===== config.mk =====
export PLATFORM = sky130hd
export DESIGN_NAME = instr_fetch_seq
export DESIGN_NICKNAME = d
export VERILOG_FILES = /design/src/rtl/instr_fetch_pkg.sv /design/src/rtl/instr_byte_assembler.sv /design/src/rtl/instr_fetch_seq.sv
export SDC_FILE = /design/constraint.sdc
export NUM_CORES = 1
export LEC_CHECK = 0
export CORE_UTILIZATION = 45
export DETAILED_ROUTE_END_ITERATION = 16
export PLACE_DENSITY = 0.87
export SYNTH_ARGS = -nofsm -noshare
export SYNTH_HDL_FRONTEND = slang
export SYNTH_SLANG_ARGS = --single-unit

===== constraint.sdc =====
create_clock -name clk -period 4.5 [get_ports clk]
set_clock_uncertainty 0.2 [all_clocks]
set_input_delay 0.675 -clock clk [delete_from_list [all_inputs] [get_ports clk]]
set_output_delay 0.675 -clock clk [all_outputs]
set_load 0.03 [all_outputs]

===== src/rtl/instr_fetch_pkg.sv =====
// Shared types and constants for the byte-serial instruction fetch sequencer.
package instr_fetch_pkg;

   typedef enum logic [1:0] {
      BOOT  = 2'd0,
      ISSUE = 2'd1,
      DRAIN = 2'd2,
      VALID = 2'd3
   } fetch_state_t;

   localparam int BYTES_PER_INSTR = 4;
   localparam int PC_STEP         = 4;

endpackage


===== src/rtl/instr_byte_assembler.sv =====
// Shift register that builds a big-endian instruction word one byte at a time.
// The first byte shifted in ends up in the most significant position.
module instr_byte_assembler
   import instr_fetch_pkg::*;
#(
   parameter int DATA_WIDTH        = 8,
   parameter int INSTRUCTION_WIDTH = BYTES_PER_INSTR * DATA_WIDTH
) (
   input  logic                         clk,
   input  logic                         rst,
   input  logic                         clear,
   input  logic                         shift_en,
   input  logic [DATA_WIDTH-1:0]        byte_in,
   output logic [INSTRUCTION_WIDTH-1:0] word
);

   logic [INSTRUCTION_WIDTH-1:0] word_d;
   logic [INSTRUCTION_WIDTH-1:0] word_q;

   // Clear wins over shift so a byte returning after a redirect is dropped.
   always_comb begin
      word_d = word_q;
      if (clear) begin
         word_d = '0;
      end else if (shift_en) begin
         word_d = {word_q[INSTRUCTION_WIDTH-DATA_WIDTH-1:0], byte_in};
      end
   end

   // Capture register.
   always_ff @(posedge clk or posedge rst) begin
      if (rst) begin
         word_q <= '0;
      end else begin
         word_q <= word_d;
      end
   end

   assign word = word_q;

endmodule


===== src/rtl/instr_fetch_seq.sv =====
// Instruction fetch sequencer: issues four byte reads per instruction to a
// 1-cycle-latency memory, assembles them big-endian and hands the word to
// decode over valid/ready. A redirect restarts fetch at a new PC.
//
// state | meaning
// BOOT  | first cycle out of reset, no read issued
// ISSUE | one byte read per cycle at pc+cnt, cnt 0..3
// DRAIN | no read; last byte of the word is captured
// VALID | instr/instr_pc presented, waiting for instr_ready
module instr_fetch_seq
   import instr_fetch_pkg::*;
#(
   parameter int                     ADDRESS_WIDTH     = 32,
   parameter int                     DATA_WIDTH        = 8,
   parameter int                     INSTRUCTION_WIDTH = 32,
   parameter logic [ADDRESS_WIDTH-1:0] RESET_PC        = 32'h0
) (
   input  logic                         clk,
   input  logic                         rst,
   input  logic                         redirect_valid,
   input  logic [ADDRESS_WIDTH-1:0]     redirect_pc,
   output logic                         mem_rd_en,
   output logic [ADDRESS_WIDTH-1:0]     mem_addr,
   input  logic [DATA_WIDTH-1:0]        mem_rdata,
   output logic                         instr_valid,
   input  logic                         instr_ready,
   output logic [INSTRUCTION_WIDTH-1:0] instr,
   output logic [ADDRESS_WIDTH-1:0]     instr_pc,
   output logic                         busy
);

   localparam int CNT_W = $clog2(BYTES_PER_INSTR);

   fetch_state_t             state_d, state_q;
   logic [ADDRESS_WIDTH-1:0] pc_d, pc_q;
   logic [CNT_W-1:0]         cnt_d, cnt_q;
   logic                     rd_pending_d, rd_pending_q;
   logic                     asm_clear;

   // Next-state, PC/counter update and read strobe. Redirect overrides all
   // states, including an accepting handshake in VALID.
   always_comb begin
      state_d   = state_q;
      pc_d      = pc_q;
      cnt_d     = cnt_q;
      mem_rd_en = 1'b0;
      asm_clear = 1'b0;
      case (state_q)
         BOOT: begin
            state_d = ISSUE;
         end
         ISSUE: begin
            mem_rd_en = 1'b1;
            cnt_d     = cnt_q + CNT_W'(1);
            if (cnt_q == CNT_W'(BYTES_PER_INSTR - 1)) begin
               state_d = DRAIN;
            end
         end
         DRAIN: begin
            state_d = VALID;
         end
         VALID: begin
            if (instr_ready) begin
               state_d = ISSUE;
               pc_d    = pc_q + ADDRESS_WIDTH'(PC_STEP);
               cnt_d   = '0;
            end
         end
         default: begin
            state_d = BOOT;
         end
      endcase
      if (redirect_valid) begin
         state_d   = ISSUE;
         pc_d      = redirect_pc;
         cnt_d     = '0;
         asm_clear = 1'b1;
      end
   end

   // A read issued in the redirect cycle belongs to the abandoned fetch, so
   // its returning byte must not be captured.
   always_comb begin
      rd_pending_d = mem_rd_en & ~redirect_valid;
   end

   // State, PC, byte counter and outstanding-read flag.
   always_ff @(posedge clk or posedge rst) begin
      if (rst) begin
         state_q      <= BOOT;
         pc_q         <= RESET_PC;
         cnt_q        <= '0;
         rd_pending_q <= 1'b0;
      end else begin
         state_q      <= state_d;
         pc_q         <= pc_d;
         cnt_q        <= cnt_d;
         rd_pending_q <= rd_pending_d;
      end
   end

   instr_byte_assembler #(
      .DATA_WIDTH        (DATA_WIDTH),
      .INSTRUCTION_WIDTH (INSTRUCTION_WIDTH)
   ) u_assembler (
      .clk      (clk),
      .rst      (rst),
      .clear    (asm_clear),
      .shift_en (rd_pending_q),
      .byte_in  (mem_rdata),
      .word     (instr)
   );

   // Address wraps modulo 2^ADDRESS_WIDTH; cnt is zero outside ISSUE.
   assign mem_addr    = pc_q + {{(ADDRESS_WIDTH-CNT_W){1'b0}}, cnt_q};
   assign instr_pc    = pc_q;
   assign instr_valid = (state_q == VALID);
   assign busy        = (state_q == ISSUE) || (state_q == DRAIN);

endmodule


## Word level (Yosys, flattened, before mapping)

Cells that the tools add are included.

| operators by class | value |
|---|---|
| $mul | 0 |
| mux-type cells | 14 |
| magnitude comparators | 0 |
| $add $sub $neg | 3 |
| equality and inequality tests | 6 |
| divide/modulo/power cells | 0 |
| reduce and logical (&&, ||, !) cells | 9 |
| bitwise operators | 2 |
| shifts and indexed selects | 0 |

Operator list:

| kind | count |
|---|---|
| 2-to-1 mux 32 bit | 5 |
| adder 32 x 2 -> 32 bit | 1 |
| adder 32 x 3 -> 32 bit, second input constant | 1 |
| 2-to-1 mux 2 bit | 5 |
| one-hot mux 2 bit (4 select lines) | 1 |
| equality test 2 bit, second input constant | 3 |
| AND reduction 2 bit | 3 |
| nonzero test 2 bit | 3 |
| one-hot mux 2 bit (2 select lines) | 1 |
| inequality test 3 x 2 -> 1 bit, second input constant | 1 |
| inequality test 3 bit, second input constant | 1 |
| nonzero test 3 bit | 1 |
| adder 2 x 1 -> 2 bit, second input constant | 1 |
| equality test 2 x 1 -> 1 bit, second input constant | 1 |
| logical NOT 2 bit | 1 |
| 2-to-1 mux 1 bit | 2 |
| bitwise AND 1 bit | 1 |
| logical OR 1 bit | 1 |
| inverter 1 bit | 1 |

| word-level totals | value |
|---|---|
| memories | 0 |
| input port bits | 44 |
| output and inout bits | 99 |
| register bits | 69 |
| memory bits (writable) | 0 |
| bits in latches | 0 |
| bits in read-only memories | 0 |

## Depth between registers and ports, before layout

Gate-level depths: netlist of run 1.

| logic depth | value |
|---|---|
| depth in word-level cells | 4 |
| gate-level depth with buffers | 7 |
| depth with buffers taken out | 7 |

## By module

A second synthesis of run 1 with hierarchy kept.

| unflattened totals | value |
|---|---|
| cell total of the unflattened synthesis | 440 |
| area total of the unflattened synthesis | 4177.8 um2 |

Modules (own cells, without submodules):

| module | cells an instance | area each (um2) | times used |
|---|---|---|---|
| instr_fetch_seq | 336 | 2850.2 | 1 |
| instr_byte_assembler | 104 | 1327.5 | 1 |

## Least setup slack after synthesis of run 1

No wires, ideal clock.

| timing path | value |
|---|---|
| path type | reg2out |
| from | reg pc_q[0] (netlist: instr_pc[0]) |
| to | out mem_addr[24] |
| setup slack | 1.271 ns |
| path buffers | 0 |
| arrival | 2.354 ns |
| cell stages (with the launch flop) | 8 |
| required time | 3.625 ns |
| path through | dfrtp_1 ha_1 inv_1 fa_1 nor2b_1 and4_1 nand3_1 xnor2_1 |

| on the way | value |
|---|---|
| word-level cells in the longest chain between the ends | 1 |

Ends and longest elaborated chain:

| what | RTL line | text |
|---|---|---|
| from (decl) | instr_fetch_seq.sv:35 | `logic [ADDRESS_WIDTH-1:0] pc_d, pc_q;` |
| from (signal assigned) | instr_fetch_seq.sv:96 | `pc_q <= pc_d;` |
| adder 32 x 2 -> 32 bit | instr_fetch_seq.sv:115 | `assign mem_addr = pc_q + {{(ADDRESS_WIDTH-CNT_W){1'b0}}, cnt_q};` |
| to (decl) | instr_fetch_seq.sv:23 | `output logic [ADDRESS_WIDTH-1:0] mem_addr,` |

Every way passes these cells.

## Worst setup path in the final report of run 1

| timing path | value |
|---|---|
| from | reg cnt_q[0] |
| to | out mem_addr[20] |

| on the way | value |
|---|---|
| word-level cells in the longest chain between the ends | 1 |

Ends and longest elaborated chain:

| what | RTL line | text |
|---|---|---|
| from (decl) | instr_fetch_seq.sv:36 | `logic [CNT_W-1:0] cnt_d, cnt_q;` |
| from (signal assigned) | instr_fetch_seq.sv:97 | `cnt_q <= cnt_d;` |
| adder 32 x 2 -> 32 bit | instr_fetch_seq.sv:115 |  |

Every way passes these cells.

==> results of run 1 <==
[path summary, 6_finish.rpt]
kind / cells past startpoint / slack (ps) / start / endpoint
worst max-delay path: 8 / 310 / cnt_q[0] / mem_addr[20]
worst min-delay path: 2 / 330 / u_assembler.word[30] / u_assembler.word[30]
worst max register to register: 5 / 1820 / state_q[0] / instr_pc[21]
worst min register to register: 2 / 330 / u_assembler.word[30] / u_assembler.word[30]
max in group asynchronous: 3 / 2600 / rst / u_assembler.word[27]
min in group asynchronous: 2 / 550 / rst / instr_pc[0]
[cells in the mapped netlist, drive strengths merged (5+ instances only)]
library cell,number
or4,6
nand4,23
and3,7
clkbuf,14
ha,7
o21ai,20
nor2,58
a311o,6
inv,16
xnor2,34
and4,5
dfrtp,69
buf,18
xor2,9
a31oi,7
mux2i,33
nand3,22
nand2,46
[power groups by stage]
stage / combinational (uW) / clock, uW / sequential (uW)
after floorplan: 530 / 0 / 859
after global placement: 910 / 0 / 794
after detailed placement: 930 / 0 / 801
after CTS: 933 / 534 / 790
after global routing: 996 / 558 / 805
final: 927 / 523 / 792
[layout make-up]
| cell class | count | area [sq um] |
|---|---|---|
| multi-input combinational | 321 | 2079 |
| clock inverter | 5 | 58.81 |
| tap | 108 | 135.1 |
| timing repair buffer | 149 | 1469 |
| fill | 700 | 2994 |
| clock buffer | 11 | 151.4 |
| inverter | 17 | 63.81 |
| sequential | 69 | 1727 |
[tightest hold or removal path, stage by stage, from the launching register on]
cell and delay [ps]:
dfrtp_1 340, mux2i_1 70, nor2_1 80
[stage by stage]
step	power, uW	cell area, sq um	hold WS (ps)	utilization (%)	std cells
6_report	2241	5684	329.9	65.50	680
4_1_cts	2257	5684	328.6	65.50	680
3_5_place_dp	1731	5474	311.1	63.08	664
5_1_grt	2359	5684	374.4	65.50	680
2_1_floorplan	1389	4014	356.1	-	439
3_3_place_gp	1704	5474	305.1	63.08	664
[sequential cells by signal (all words and copies together) (netlist names)]
name and flops:
instr_pc 32, u_assembler.word 32, cnt_q 2, rd_pending_q 1, state_q 2
[metal layers]
layer,vias to the layer above,wire (microns),share of wire (%)
met1,1782,4645,43
met5,-,0,0
met4,0,146,1.4
li1,1769,-,-
met2,153,5240,49
met3,19,702,6.5
[cells by family after synthesis]
| group | Yosys count | synth area share (%) |
|---|---|---|
| flops | 69 | 43.02 |
| simple gates | 190 | 23.75 |
| xor+xnor | 43 | 9.383 |
| fa+ha+maj | 8 | 2.681 |
| buf+inv | 49 | 5.174 |
| compound gates | 46 | 7.482 |
| mux | 34 | 8.510 |
==> flow_summary.toml, run 1 <==
[synthesis]
synth_edf_count = 0
synthDistinctLibCells = 45
ys_ff_latch = 69
synth_area_per_cell_sq_um = 9.143
yosys.area.top_type = "dfrtp_1"
synth_top_area_share_pct = 43.02
ys.flop_type = "dfrtp_1"
synth-seq-area-share_pct = 43.02
synthesis.nets = 491
yosys-top-cells-area = "dfrtp_1, mux2i_1, xnor2_1"
synthCells = 439
synth.cell_area_sq_mm = 0.004014
async_flop_share_pct = 100.0
ys_warn_count = 0

[critical_path]
crit_fanout = 5
cpLargestDelayFamily = "simple AND/OR/NAND/NOR gates"
crit_chain = "ha_1 > inv_1 > fa_1 > nor2b_1 > and3_1 > nand4_1 > xnor2_1 > clkdlybuf4s50_1"
critPathKind = "reg -> out"
slowest_delay_ps = 700
crit_buf_inv = 2
critPathSlowestCell = "clkdlybuf4s50_1"
critPathLaunchType = "flip-flop"
arrival_ps = 3310
required_ps = 3620
worst_setup_path_end_kind = "output port"

[floorplan]
fp-row-count = 34
die_w_microns = 96.45
initial_core_util_pct = 46.25
dieHeight_microns = 96.45
ioPinCount = 143
dieArea_sq_mm = 0.009302
core_sq_mm = 0.008678

[power_and_ir_drop]
p_leak_uw = 0.002332
p_comb_share_pct = 41.4
power_frac_clock_pct = 23.3
cell_internal_pwr_uw = 1384
seqPwrFrac_pct = 35.3
swShare_pct = 38.26
peakVddDrop_mv = 0.1848
switching_power_uw = 857.6
power.density_mw_per_mm2 = 394.3

[clock_tree]
cts_hold_buf = 0
clk_latency_ps = 340
htree_levels = 3
cts_buffer_depth = 2
cts_tree = "yes"
cts_inserted_buffers = 9
cts-root-buf = "clkbuf_8"
cts_sinks = 69
cts_setup_buffers = 0
clk_pin_slew_ps = 80
cts_resized = 0

[timing]
fin_setup_tns_ps = 0
rsz0062_at_grt = "false"
tightestPinTransition_ps = 695.3
period_share_pct = 93.09
maxSlewHeadroom_pct = 53.65
worst_slack_ps = 310.7
setup_violations = 0
hold_violations = 0
slew_violations = 0
fin_crit_ps = 4189
fmax_mhz = 238.7

[place]
dp_hpwl_microns = 7828
portBuffers = 142
dp_worst_setup_slack_ps = 708.5
globalplace.congestion = 0.8537

[detailed_routing]
via_per_inst = 5.475
via_count = 3723
drt_iter0_drc = 130
drcViolationCount = 0
postRouteAntennaNets = 0
wl_microns = 10730
wl_per_cell_microns = 15.79
first_pass_iters = 5

[global_routing]
met2_usage_pct = 39.50
track_usage_pct = 23.51
gr-total-overflow = 0
grt_pass1_vias = 3643
grt-busiest-layer = "met2"
grt_max_degree = 55
grt_pass1_wl_microns = 16840
grt_use_met3_pct = 4.382
grt_use_met1_pct = 29.93
antenna_found_initial = 0

[layout]
final_cell_mix = "clkdlybuf4s50_1, dfrtp_1, nor2_1, nand2_1, xnor2_1"
syn_to_final_growth_pct = 41.61
drive_above_1_share_pct = 5.594
layout_commonest_cell = "clkdlybuf4s50_1"
nNetsFinal = 619
diodes = 0

[flow_run]
cap_violations = 0

[status]
status = "finished clean"

[hold_path]
holdCritPathClass = "reg -> reg"
Note: power is estimated with default switching activity, not from simulation.
==> inputs of run 2 (changes only) <==
PLACE_DENSITY = unset   (was 0.87)
PLACE_DENSITY_LB_ADDON = 0.3   (was unset)
==> flow_summary.toml, run 2 (synthesis gave the netlist of run 1 again) <==
[power_and_ir_drop]
p_leak_uw = 0.002339
peakVddDrop_mv = 0.3186
power.density_mw_per_mm2 = 406.8

[clock_tree]
cts_hold_buf = 0
cts_resized = 0
clk_latency_ps = 340
cts-root-buf = "clkbuf_8"
cts_tree = "yes"
cts_buffer_depth = 2
clk_pin_slew_ps = 80
cts_inserted_buffers = 9
htree_levels = 3
cts_setup_buffers = 0
cts_sinks = 69

[layout]
drive_above_1_share_pct = 5.263
diodes = 0
layout_commonest_cell = "clkdlybuf4s50_1"
final_cell_mix = "clkdlybuf4s50_1, dfrtp_1, nor2_1, nand2_1, xnor2_1"
nNetsFinal = 617
post-route-util_pct = 65.60
syn_to_final_growth_pct = 41.83

[timing]
hold_violations = 0
setup_violations = 0
slew_violations = 0
fmax_mhz = 242.6
fin_crit_ps = 4122
fin_setup_tns_ps = 0
rsz0062_at_grt = "false"
maxSlewHeadroom_pct = 37.34
tightestPinTransition_ps = 938.6
period_share_pct = 91.59

[critical_path]
critPathKind = "reg -> out"
reg2reg_depth = 5
arrival_ps = 3250
r2r_slack_ps = 1790
critPathLaunchType = "flip-flop"
required_ps = 3620
worst_setup_path_end_kind = "output port"
crit_fanout = 5

[global_routing]
grt_pass1_wl_microns = 16910
track_usage_pct = 23.82
gr-total-overflow = 0
antenna_found_initial = 0
grt_pass1_vias = 3443
grt_max_degree = 67

[place]
dp_hpwl_microns = 7653
globalplace.congestion = 0.8736
portBuffers = 142

[floorplan]
initial_core_util_pct = 46.25
die_w_microns = 96.45
fp-row-count = 34
core_sq_mm = 0.008678
ioPinCount = 143
dieHeight_microns = 96.45
dieArea_sq_mm = 0.009302

[detailed_routing]
wl_microns = 10700
wl_per_cell_microns = 15.79
drt_iter0_drc = 155
first_pass_iters = 5
via_per_inst = 5.462
drcViolationCount = 0
postRouteAntennaNets = 0
via_count = 3703

[hold_path]
holdCritPathClass = "reg -> reg"
hold_depth = 2

[flow_run]
cap_violations = 0

[status]
status = "finished clean"
## run 2: cell count changes in the layout (fill, tap and decap cells not counted), sizes merged
| cell | previous run | this run |
|---|---|---|
| clkinv | 3 | 4 |
| clkinvlp | 2 | 0 |
| bufinv | 1 | 2 |
| buf | 8 | 6 |
## run 2: cell type report
type	count	area [sq um]
Inverter	17	63.81
Clock inverter	5	82.58
Sequential cell	69	1727
Tap cell	108	135.1
Multi-Input combinational cell	321	2079
Timing Repair Buffer	147	1454
Clock buffer	11	151.4
Fill cell	736	2985
## run 2: worst paths after layout
check                                             to            startpoint
worst min register to register  u_assembler.word[30]  u_assembler.word[30]
min in group asynchronous       u_assembler.word[16]                   rst
worst max-delay path                    mem_addr[20]              cnt_q[0]
worst max register to register          instr_pc[23]            state_q[0]
worst min-delay path            u_assembler.word[30]  u_assembler.word[30]
max in group asynchronous                instr_pc[9]                   rst
## run 2: routing by layer
layer	vias to the layer above	share of wire [%]	global-route usage, %
met4	0	1.3	8.211
met3	12	7.4	6.416
met1	1778	44	31.56
li1	1777	-	-
met2	136	47	37.56
met5	-	0	0
## run 2: metrics by stage
stage / total power (uW) / cells / area [sq um] / hold slack [ps] / setup WS, ps
after floorplan: 1389 / 439 / 4014 / 356.1 / 1271
after global placement: 1715 / 662 / 5459 / 301.6 / 902.8
after detailed placement: 1736 / 662 / 5459 / 316.8 / 769.2
after CTS: 2333 / 678 / 5693 / 337.1 / 368.5
after global routing: 2441 / 678 / 5693 / 360.4 / 174.8
final: 2316 / 678 / 5693 / 334.0 / 378.3
## run 2: where the power goes
group          internal (uW)  leakage, uW  switching, uW  total (uW)
registers                689     0.000884            101         790
logic                    411      0.00133            524         935
clock network            343     0.000120            247         590
total                   1440      0.00234            872        2320
## run 2: critical path, stage by stage, from the launching register on
cell             delay, ps
dfrtp_1                410
ha_1                   210
inv_1                   60
fa_1                   400
nor2b_1                420
and3_1                 370
nand4_1                160
xnor2_1                180
clkdlybuf4s50_1        690
